### config.mk
export PLATFORM = sky130hd
export DESIGN_NAME = instr_fetch_unit_flat
export DESIGN_NICKNAME = d
export VERILOG_FILES = /design/src/rtl/instr_fetch_unit_if.sv /design/src/rtl/instr_fetch_unit.sv /design/src/flat_wrapper.sv
export SDC_FILE = /design/constraint.sdc
export NUM_CORES = 1
export LEC_CHECK = 0
export ABC_AREA = 1
export BUFFER_PORTS_ARGS = -buffer_cell sky130_fd_sc_hd__buf_2
export CAP_MARGIN = 30
export CORE_ASPECT_RATIO = 1.5
export CORE_MARGIN = 1
export CORE_UTILIZATION = 50
export CTS_CLUSTER_SIZE = 16
export DETAILED_ROUTE_END_ITERATION = 8
export GPL_TIMING_DRIVEN = 0
export PLACE_DENSITY = 0.86
export SLEW_MARGIN = 20
export SYNTH_ARGS = -nofsm -noshare
export SYNTH_HDL_FRONTEND = slang
export SYNTH_SLANG_ARGS = --single-unit
### constraint.sdc
create_clock -name clk -period 2.7 [get_ports clk]
set_input_delay 0.54 -clock clk [delete_from_list [all_inputs] [get_ports clk]]
set_output_delay 0.54 -clock clk [all_outputs]
set_load 0.005 [all_outputs]
### src/rtl/instr_fetch_unit_if.sv
// Instruction-memory bus between the fetch unit and instruction memory.
//   imem_req   : fetch request, driven by the fetch unit
//   imem_addr  : fetch address, driven by the fetch unit
//   imem_ack   : memory has valid imem_rdata this cycle
//   imem_rdata : 16-bit instruction word from memory
//
// Handshake: a transfer completes on the rising edge where imem_req=1 and
// imem_ack=1. While imem_req=1 the address is held constant. Memory may
// raise imem_ack in the same cycle imem_req first reads 1. imem_ack with
// imem_req=0 carries no meaning and is ignored by the fetch unit.
interface instr_fetch_unit_if #(
  parameter int PC_W = 16
);
  logic            imem_req;
  logic [PC_W-1:0] imem_addr;
  logic            imem_ack;
  logic [15:0]     imem_rdata;

  // Fetch unit side
  modport master (
    output imem_req,
    output imem_addr,
    input  imem_ack,
    input  imem_rdata
  );

  // Instruction memory side
  modport slave (
    input  imem_req,
    input  imem_addr,
    output imem_ack,
    output imem_rdata
  );
endinterface

### src/rtl/instr_fetch_unit.sv
// Instruction fetch unit for the multicycle core.
// Owns the PC and the instruction register (IR). It fetches one 16-bit
// instruction per PC value over the imem req/ack handshake, slices the IR
// into decode fields, and applies the control unit's PCen/PCsrc to step
// the PC and launch the next fetch.
//
// Ports:
//   clk, rst        rising-edge clock, asynchronous active-high reset
//   PCen            1-cycle pulse: advance PC and launch next fetch
//   PCsrc           next-PC select (00 pc+1, 01 branch, 10 jump, 11 ret)
//   ret_addr        return address used by PCsrc=11
//   imem            instruction-memory bus (master side)
//   pc, pc_plus1    current PC and pc+1 (link value for CALL)
//   ir_valid        IR holds the instruction at pc
//   opcode..jofs    raw IR slices, meaningful only while ir_valid=1
//   pcen_err        sticky: PCen seen outside READY
//   state_dbg       current FSM state, for observation only
module instr_fetch_unit #(
  parameter int              PC_W     = 16,
  parameter logic [PC_W-1:0] RESET_PC = '0
) (
  input  logic                clk,
  input  logic                rst,
  input  logic                PCen,
  input  logic [1:0]          PCsrc,
  input  logic [PC_W-1:0]     ret_addr,
  instr_fetch_unit_if.master  imem,
  output logic [PC_W-1:0]     pc,
  output logic [PC_W-1:0]     pc_plus1,
  output logic                ir_valid,
  output logic [3:0]          opcode,
  output logic                m,
  output logic [2:0]          rd,
  output logic [2:0]          rs1,
  output logic [2:0]          rs2,
  output logic [2:0]          i_rd,
  output logic [2:0]          i_rs1,
  output logic [4:0]          imm5,
  output logic [11:0]         jofs,
  output logic                pcen_err,
  output logic [1:0]          state_dbg
);

  localparam logic [1:0] ST_BOOT  = 2'd0;
  localparam logic [1:0] ST_FETCH = 2'd1;
  localparam logic [1:0] ST_READY = 2'd2;

  logic [1:0]      state;
  logic [PC_W-1:0] pc_q;
  logic [15:0]     ir;
  logic            ir_valid_q;
  logic            req_q;
  logic            err_q;
  logic [PC_W-1:0] next_pc;
  logic [PC_W-1:0] jmp_target;
  logic [PC_W-1:0] br_target;

  // Jump keeps the PC bits above the 12-bit offset field.
  if (PC_W > 12) begin : g_wide_pc
    assign jmp_target = {pc_q[PC_W-1:12], ir[11:0]};
  end else begin : g_narrow_pc
    assign jmp_target = ir[11:0];
  end

  assign br_target = pc_q + {{(PC_W-5){ir[4]}}, ir[4:0]};
  assign pc_plus1  = pc_q + {{(PC_W-1){1'b0}}, 1'b1};

  always_comb begin
    next_pc = pc_plus1;
    case (PCsrc)
      2'b00:   next_pc = pc_plus1;
      2'b01:   next_pc = br_target;
      2'b10:   next_pc = jmp_target;
      default: next_pc = ret_addr;
    endcase
  end

  // req_q is 1 for exactly the FETCH state, so ack outside a fetch is
  // never looked at, and ir_valid (set only on leaving FETCH) can never
  // overlap a request.
  always_ff @(posedge clk or posedge rst) begin
    if (rst) begin
      state      <= ST_BOOT;
      pc_q       <= RESET_PC;
      ir         <= 16'h0000;
      ir_valid_q <= 1'b0;
      req_q      <= 1'b0;
      err_q      <= 1'b0;
    end else begin
      if (PCen && (state != ST_READY)) begin
        err_q <= 1'b1;
      end
      case (state)
        ST_BOOT: begin
          req_q <= 1'b1;
          state <= ST_FETCH;
        end
        ST_FETCH: begin
          if (imem.imem_ack) begin
            ir         <= imem.imem_rdata;
            ir_valid_q <= 1'b1;
            req_q      <= 1'b0;
            state      <= ST_READY;
          end
        end
        ST_READY: begin
          if (PCen) begin
            pc_q       <= next_pc;
            ir_valid_q <= 1'b0;
            req_q      <= 1'b1;
            state      <= ST_FETCH;
          end
        end
        default: begin
          state <= ST_BOOT;
          req_q <= 1'b0;
        end
      endcase
    end
  end

  assign imem.imem_req  = req_q;
  assign imem.imem_addr = pc_q;

  assign pc        = pc_q;
  assign ir_valid  = ir_valid_q;
  assign pcen_err  = err_q;
  assign state_dbg = state;

  assign opcode = ir[15:12];
  assign m      = ir[11];
  assign rd     = ir[11:9];
  assign rs1    = ir[8:6];
  assign rs2    = ir[5:3];
  assign i_rd   = ir[10:8];
  assign i_rs1  = ir[7:5];
  assign imm5   = ir[4:0];
  assign jofs   = ir[11:0];

endmodule

### src/flat_wrapper.sv
// flat-port wrapper written by rule: the top's interface ports become plain ports
module instr_fetch_unit_flat 
#(
  parameter int              PC_W     = 16,
  parameter logic [PC_W-1:0] RESET_PC = '0
)
  (clk, rst, PCen, PCsrc, ret_addr, pc, pc_plus1, ir_valid, opcode, m, rd, rs1, rs2, i_rd, i_rs1, imm5, jofs, pcen_err, state_dbg, imem_imem_req, imem_imem_addr, imem_imem_ack, imem_imem_rdata);
  instr_fetch_unit_if #(.PC_W(PC_W)) imem_i ();
  input  logic clk;
  input  logic rst;
  input  logic PCen;
  input  logic [1:0] PCsrc;
  input  logic [PC_W-1:0] ret_addr;
  output logic [PC_W-1:0] pc;
  output logic [PC_W-1:0] pc_plus1;
  output logic ir_valid;
  output logic [3:0] opcode;
  output logic m;
  output logic [2:0] rd;
  output logic [2:0] rs1;
  output logic [2:0] rs2;
  output logic [2:0] i_rd;
  output logic [2:0] i_rs1;
  output logic [4:0] imm5;
  output logic [11:0] jofs;
  output logic pcen_err;
  output logic [1:0] state_dbg;
  output wire logic [$bits(imem_i.imem_req)-1:0] imem_imem_req;
  output wire logic [$bits(imem_i.imem_addr)-1:0] imem_imem_addr;
  input wire logic [$bits(imem_i.imem_ack)-1:0] imem_imem_ack;
  input wire logic [$bits(imem_i.imem_rdata)-1:0] imem_imem_rdata;
  assign imem_imem_req = imem_i.imem_req;
  assign imem_imem_addr = imem_i.imem_addr;
  assign imem_i.imem_ack = imem_imem_ack;
  assign imem_i.imem_rdata = imem_imem_rdata;
  instr_fetch_unit #(.PC_W(PC_W), .RESET_PC(RESET_PC)) u_core (.clk(clk), .rst(rst), .PCen(PCen), .PCsrc(PCsrc), .ret_addr(ret_addr), .imem(imem_i), .pc(pc), .pc_plus1(pc_plus1), .ir_valid(ir_valid), .opcode(opcode), .m(m), .rd(rd), .rs1(rs1), .rs2(rs2), .i_rd(i_rd), .i_rs1(i_rs1), .imm5(imm5), .jofs(jofs), .pcen_err(pcen_err), .state_dbg(state_dbg));
endmodule
# Word level (Yosys, flattened, before mapping)
# Cells that the tools add are included.
# classes
add_sub_neg	2
n_eq_ne	7
muxes	10
n_bitwise	1
reduce_logical	9
# ops
cell	count
$pmux W16 S3	1
$add A16 B1 Y16 const B	1
$add A16 B16 Y16	1
$ne A2 B2 Y1 const B	3
$pmux W2 S3	1
$reduce_and A2 Y1	3
$reduce_and A3 Y1	2
$eq A2 B1 Y1 const B	2
$eq A2 B2 Y1 const B	2
$logic_not A2 Y1	2
$mux W1	4
$mux W2	2
$pmux W1 S3	1
$pmux W1 S2	1
$reduce_bool A2 Y1	1
$logic_and A1 B1 Y1	1
$not A1 Y1	1
# totals
reg_bits	37
input_bits	38
output_inout_bits	90
wordCells	36

# Logic depth before layout (Yosys ltp)
# Gate-level depths: netlist (run 1).
# logic_depth
ltp_word	3
depth_mapped	13
depth_no_buf	13

# Worst setup path before layout (run 1)
# OpenSTA, ideal clock, no wires.
# synth_timing
path_type	reg-to-reg
from	reg u_core.pc_q[0] (netlist: u_core.imem.imem_addr[0])
to	reg u_core.pc_q[12] (netlist: u_core.imem.imem_addr[12])
setup_ns	0.116
arrival_ns	1.710
t_required_ns	2.584
path_slack_ns	0.873
stages_incl_launch_ff	14
n_path_buf	0
period_less_slack_ns	1.827
path_cell_list	dfrtp_1 ha_1 inv_1 fa_1 inv_1 nand3_1 nand3_1 nand3_1 nand3_1 nand2_1 nand3_1 nand2_1 nand2_1 nand2_1
# synth_via
elab_chain_cells	2
elab_cells_between_ends	3
classes_between	add/sub: 2; mux: 1
# synth_lines
item	line_no	source
start: declaration	instr_fetch_unit.sv:49	logic [PC_W-1:0] pc_q;
start signal: assignment	instr_fetch_unit.sv:108	pc_q <= next_pc;
$add A16 B16 Y16 or $add A16 B1 Y16 (tied branches)	instr_fetch_unit.sv:65, instr_fetch_unit.sv:66	
$pmux W16 S3 (*)	instr_fetch_unit.sv:70	case (PCsrc)
# Mark *: on every way between the ends. The rest lies on a longest branch, timed or not.
# A chain may end at the register's enable or synchronous reset.

# Worst setup path in the final report (run 1)
# layout_timing
from	reg u_core.pc_q[0] (netlist: u_core.imem.imem_addr[0])
to	out pc_plus1[12]
# layout_via
elab_chain_cells	1
# layout_lines
item	line_no	source
$add A16 B1 Y16	instr_fetch_unit.sv:66	assign pc_plus1 = pc_q + {{(PC_W-1){1'b0}}, 1'b1};
end: declaration	flat_wrapper.sv:15	output logic [PC_W-1:0] pc_plus1;
# No other way between the ends.

==> metrics.md, run 1 <==
| Metric | Value |
|---|---|
| Final cycle utilization of the critical path | roughly 88% |
| Min-delay worst type | primary input to async pin |
| Nets | approximately 730 |
| Layout cells sized above 1 | about a third |
| YS warnings | 0 |
| Setup-failing EPs final | 0 |
| Leakage dissipation | 2.58 nW |
| Number of global-route vias before repair | roughly 4000 |
| DR DRC count | 0 |
| Pins over their slew limit | 0 |
| Vias per cell | 5.23 |
| Total GRT Usage | 29.5% |
| Post-DP HPWL | 8.21 mm |
| Fin crit period | approximately 2.4 ns |
| Hold Violations, Final | 0 |
| Horiz. Die Dim | 70.1 um |
| Setup Buffers After CTS | 0 |
| H-tree levels | 2 |
| Fill cells | around 600 |
| Die area | 7290 sq um |
| Placed cell area | 4220 sq um |
| # rows | 36 |
| Net Count, Synth | 590 |
| Sequential element share of the synthesized area | around a quarter |
| Status | finished clean |
| Largest net degree at the start of global routing | 31 |
| Longest Clk Path Bufs | 2 |
| Final core utilization | 65.5% |
| Top_reg_cell synth | dfrtp_1 |
| Overflow after GRT | 0 |
| Post-synthesis async set-or-reset flop share | between 90% and 100% |
| CP Max Fanout | 7 |
| Core Region | 6620 sq um |
| Clk root buf | clkbuf_8 |
| Mapped Area | 3470 sq um |
| Seq cells post-synth | 36 |
| Cell variety after synth | 36 |
| Num Clock Sinks | 36 |
| Avg Synthesized Cell Area | 6.49 sq um |
| Routability Congestion | 0.892 |
| Critical path startpoint category | flip-flop |
| Worst EP required | 2.16 ns |
| Initial antenna violation count | 0 |
| Number of CTS-inserted buffers | 5 |
| Max-cap viol count | 0 |
| P per Cell Area | 1250 nW/um^2 |
| Setup Total Neg Slack | 0 ns |
| Worst-Margin Slew | 0.633 ns |
| Vias post-DR | 3906 |
| # IOs | 128 |
| Area grow syn2layout | 24.8% |
| Routed length per instance | 13.8 um |
| Chip Height | 104 um |
| First-pass DRT Iterations | 5 |
| Critical path arrival | 1.84 ns |
| Resize count post-CTS | 0 |
| Post-route cell area | 4340 sq um |
| Setup crit end kind | output port |
| Routed WL | 10.3 mm |
| Port Buf Inserts | 127 |
| Initial Util | 52.5% |
| Worst-Skew Late Latency | just under 0.3 ns |
| Worst slew margin | 57.8% |
| Clock slew at reported path FFs | 0.08 ns |
| Starting DRT DRC Count | about 190 |
| Worst vdd ir | 0.687 mV |
| RSZ-0062 raised after global routing | no |
| Antenna Violating Nets Remaining | 0 |
| EDFF count, synth | 0 |
| Setup CP Type | flip-flop to output port |
| Inserted Diodes | 0 |
| Final Skew | 0.00499 ns |
| Register area | 901 sq um |
| Post-Syn Instances | 535 |
| First-pass GRT wire length | 17.5 mm |
| Multi-input logic area | 1940 sq um |
| CTS tree | built |
| Max Fclk | 420 MHz |
| Hold bufs inserted after CTS | 0 |
report_power, final:
part           total, W  switching [W]  internal, W
Sequential      0.00125       0.000463     0.000789
Combinational   0.00368        0.00197      0.00171
Clock          0.000487       0.000213     0.000273
per-layer routing:
metal / GRT usage, % / routed length, um / part of all wire [%]
met1: 32.0 / 3990 / 39
met2: 54.3 / 5360 / 52
met3: 4.46 / 607 / 5.9
met4: 14.6 / 322 / 3.1
met5: 0 / 0 / 0
through the flow:
stage	instances	hold slack (ns)	setup slack [ns]	total power [W]
6_report	747	0.139	0.320	0.00542
5_1_grt	747	0.145	0.222	0.00597
4_1_cts	747	0.140	0.353	0.00540
3_5_place_dp	739	0.440	0.533	0.00489
3_3_place_gp	738	0.437	0.532	0.00478
2_1_floorplan	535	0.451	0.873	0.00364
critical path: stages, from the launching register on:
cell     delay, ns
dfrtp_1       0.50
ha_1          0.26
nand3_2       0.14
inv_1         0.18
nand3_1       0.09
nand2_1       0.08
and2_1        0.17
buf_2         0.12
cell usage after synthesis (2+ instances only):
master,count,area (sq um)
o21ai_1,5,25.0
clkbuf_1,2,7.51
xor2_1,5,43.8
nor2_2,5,31.3
inv_2,7,26.3
buf_4,38,285
and2_1,5,31.3
a21oi_1,12,60.1
nand3b_1,4,30.0
a21oi_2,2,17.5
nand2_1,171,642
dfrtp_1,36,901
nor3_1,2,10.0
buf_2,6,30.0
nand3_1,40,200
nor2_4,2,22.5
or2_0,2,12.5
o22ai_1,4,25.0
nand3_2,2,20.0
nand4_1,9,56.3
o21ai_0,12,60.1
nor2_1,47,176
nand2_2,2,12.5
inv_1,75,282
ha_1,16,200
mux2_2,14,158
final timing paths:
path	start	to	slack, ns	depth (start not counted)
min in group clk	u_core.pcen_err$_DFFE_PP0P_	u_core.pcen_err$_DFFE_PP0P_	0.45	1
min reg2reg	u_core.pcen_err$_DFFE_PP0P_	u_core.pcen_err$_DFFE_PP0P_	0.45	1
max in group asynchronous	rst	u_core.ir[0]$_DFFE_PP0P_	2.15	3
min	rst	u_core.imem.imem_addr[15]$_DFFE_PP0P_	0.14	2
max	u_core.imem.imem_addr[0]$_DFFE_PP0P_	pc_plus1[12]	0.32	7
max reg2reg	u_core.ir[4]$_DFFE_PP0P_	u_core.imem.imem_addr[6]$_DFFE_PP0P_	0.45	9
cell type report:
class	instances	area share [%]
tap	76	2.19
clock buffer	5	1.59
buffer	46	7.45
inverter	82	7.10
multi-input combinational	371	44.8
sequential	36	20.8
timing repair buffer	128	15.1
clock inverter	3	0.981
placed cells by master, fill, tap and decap left out, types with 2 or more instances in the layout:
master / Yosys / routed
nand2_1: 171 / 171
buf_2: 6 / 133
inv_1: 75 / 74
nor2_1: 47 / 47
nand3_1: 40 / 40
buf_4: 38 / 38
dfrtp_1: 36 / 36
ha_1: 16 / 16
mux2_2: 14 / 14
o21ai_0: 12 / 12
a21oi_1: 12 / 12
nand4_1: 9 / 9
inv_2: 7 / 8
nor2_2: 5 / 5
xor2_1: 5 / 5
o21ai_1: 5 / 5
and2_1: 5 / 5
clkbuf_8: 0 / 5
o22ai_1: 4 / 4
nand3b_1: 4 / 4
nand3_2: 2 / 2
nor2_4: 2 / 2
clkbuf_1: 2 / 2
or2_0: 2 / 2
nor3_1: 2 / 2
nand2_2: 2 / 2
a21oi_2: 2 / 2
flip-flops by register name, summed over array words and instances (netlist names):
| register | flops |
|---|---|
| u_core.imem.imem_addr | 16 |
| u_core.imem.imem_req | 1 |
| u_core.state_dbg | 1 |
| u_core.ir_valid | 1 |
| u_core.pcen_err | 1 |
| u_core.ir | 16 |
logic make-up (layout without fill, tap and decap cells):
kind of cell    Yosys count  after routing  synth area share (%)
flops                    36             36                  25.9
compound gates           40             40                  6.56
buf+inv                 128            264                  18.2
simple gates            293            293                  36.5
xor+xnor                  7              7                  1.98
fa+ha+maj                17             17                  6.34
mux                      14             14                  4.54
No activity file was read; power rests on OpenSTA's default activity.
==> inputs of run 2 (changes only) <==
==> constraint.sdc (replaced) <==
create_clock -name clk -period 2.7 [get_ports clk]
set_input_delay 0.135 -clock clk [delete_from_list [all_inputs] [get_ports clk]]
set_output_delay 0.135 -clock clk [all_outputs]
set_load 0.005 [all_outputs]
==> run 2 against run 1 <==
Compared with the run above: clock power barely moved; clock skew is 0.00077 ns higher; first-iteration DRC count is 2.1% higher; flip-flop and latch count unchanged.
==> metrics.md, run 2 (synthesis results as in run 1) <==
| Metric | Value |
|---|---|
| RSZ-0062 raised after global routing | no |
| Core Region | 6620 sq um |
| Layout cells sized above 1 | 32.4% |
| Leading cell types in the layout, fill and taps excluded | nand2_1, buf_2, inv_1, nor2_1, nand3_1 |
| Total GRT Usage | 29.5% |
| Vias per cell | 5.22 |
| Final Skew | between 0.005 and 0.006 ns |
| Max Fclk | between 400 and 500 MHz |
| Clock slew at reported path FFs | 0.08 ns |
| Nets | 726 |
| Critical path arrival | 2.44 ns |
| Fin crit period | 2.25 ns |
| Setup-failing EPs final | 0 |
| Overflow after GRT | 0 |
| Largest net degree at the start of global routing | 31 |
| Inserted Diodes | 0 |
| First-pass GRT wire length | between 15 and 20 mm |
| Status | finished clean |
| Chip Height | 104 um |
| Worst EP required | slightly below 3 ns |
| Number of global-route vias before repair | 4027 |
| Worst vdd ir | 0.688 mV |
| Min-delay worst type | primary input to flip-flop |
| Routed length per instance | 13.8 um |
| Antenna Violating Nets Remaining | 0 |
| Hold Violations, Final | 0 |
| # rows | 36 |
| Starting DRT DRC Count | 191 |
| Horiz. Die Dim | 70.1 um |
| Worst-Margin Slew | approximately 0.64 ns |
| Final hold slack | 0.0531 ns |
| P per Cell Area | 1250 nW/um^2 |
| Post-DP HPWL | 8.21 mm |
| Setup Total Neg Slack | 0 ns |
| Final cycle utilization of the critical path | between 80% and 90% |
| Port Buf Inserts | 127 |
| Leakage dissipation | 2.58 nW |
| DR DRC count | 0 |
| H-tree levels | 2 |
| Initial Util | between 50 and 60% |
| Pins over their slew limit | 0 |
| Routability Congestion | 0.892 |
| Commonest non-fill, non-tap cell in the layout | nand2_1 |
| First-pass DRT Iterations | 5 |
| Routed WL | 10.3 mm |
| Setup crit end kind | flip-flop |
| Setup CP Type | flip-flop to flip-flop |
| Initial antenna violation count | 0 |
| Die area | 7290 sq um |
| Num Clock Sinks | 36 |
| Max-cap viol count | 0 |
| Final core utilization | between 60% and 70% |
| Longest Clk Path Bufs | 2 |
| CTS tree | built |
| Critical path startpoint category | flip-flop |
| Clk root buf | clkbuf_8 |
| Worst-Skew Late Latency | 0.29 ns |
| CP Max Fanout | 17 |
| # IOs | 128 |
| Vias post-DR | about 3900 |
| Area grow syn2layout | 25.1% |
| Number of CTS-inserted buffers | 5 |
| Worst slew margin | 57.6% |
==> run 2: path summary, 6_finish.rpt <==
| path | end | startpoint | cells past startpoint | slack, ns |
|---|---|---|---|---|
| worst max register to register | u_core.imem.imem_addr[6]$_DFFE_PP0P_ | u_core.ir[4]$_DFFE_PP0P_ | 9 | 0.45 |
| worst min register to register | u_core.pcen_err$_DFFE_PP0P_ | u_core.pcen_err$_DFFE_PP0P_ | 1 | 0.45 |
| min in group asynchronous | u_core.imem.imem_addr[9]$_DFFE_PP0P_ | rst | 3 | 0.29 |
| worst min-delay path | u_core.imem.imem_req$_DFFE_PP0P_ | imem_imem_ack | 2 | 0.05 |
| max in group asynchronous | u_core.imem.imem_addr[4]$_DFFE_PP0P_ | rst | 4 | 2.00 |
| worst max-delay path | u_core.imem.imem_addr[6]$_DFFE_PP0P_ | u_core.ir[4]$_DFFE_PP0P_ | 9 | 0.45 |
==> run 2: where the power goes <==
| group | internal (W) | switching, W | leakage [nW] |
|---|---|---|---|
| registers | 0.000789 | 0.000463 | 0.427 |
| clock network | 0.000273 | 0.000212 | 0.0541 |
| logic | 0.00171 | 0.00198 | 2.10 |
==> run 2: cell type report <==
class,count,area (sq um)
Clock inverter,3,42.5
Tap cell,76,95.1
Clock buffer,5,68.8
Inverter,82,308
Multi-Input combinational cell,371,1940
Fill cell,591,2280
Sequential cell,36,901
Buffer,46,323
Timing Repair Buffer,129,666
==> run 2: routing by layer <==
layer	track usage, %	vias up	routed length (um)
met5	0	-	0
met4	14.6	0	353
met3	4.46	30	575
met2	54.3	155	5310
met1	32.0	1800	4070
li1	-	1923	-
==> run 2: worst max-delay path: stages (launching register included) <==
cell and delay, ns:
dfrtp_1 0.75, ha_1 0.40, nand2_1 0.14, inv_1 0.05, nand2_1 0.06, nand3_1 0.16, o21ai_0 0.33, nand3_1 0.11
nand2_1 0.08, nand2_1 0.04
==> run 2: through the flow <==
step / power, W / instance area (sq um) / std cells / setup slack (ns)
floorplan: 0.00364 / 3470 / 535 / 0.873
global placement: 0.00478 / 4200 / 738 / 0.532
detailed placement: 0.00489 / 4220 / 739 / 0.533
CTS: 0.00540 / 4350 / 748 / 0.525
global route: 0.00597 / 4350 / 748 / 0.251
finish: 0.00543 / 4350 / 748 / 0.450
==> run 2: repair_timing <==
| item | in CTS | in global routing |
|---|---|---|
| buffers inserted | 0 | 0 |
| endpoints found under the hold margin | 36 | 0 |
| resized for setup | 0 | 0 |
| hold buffers | 1 | 0 |
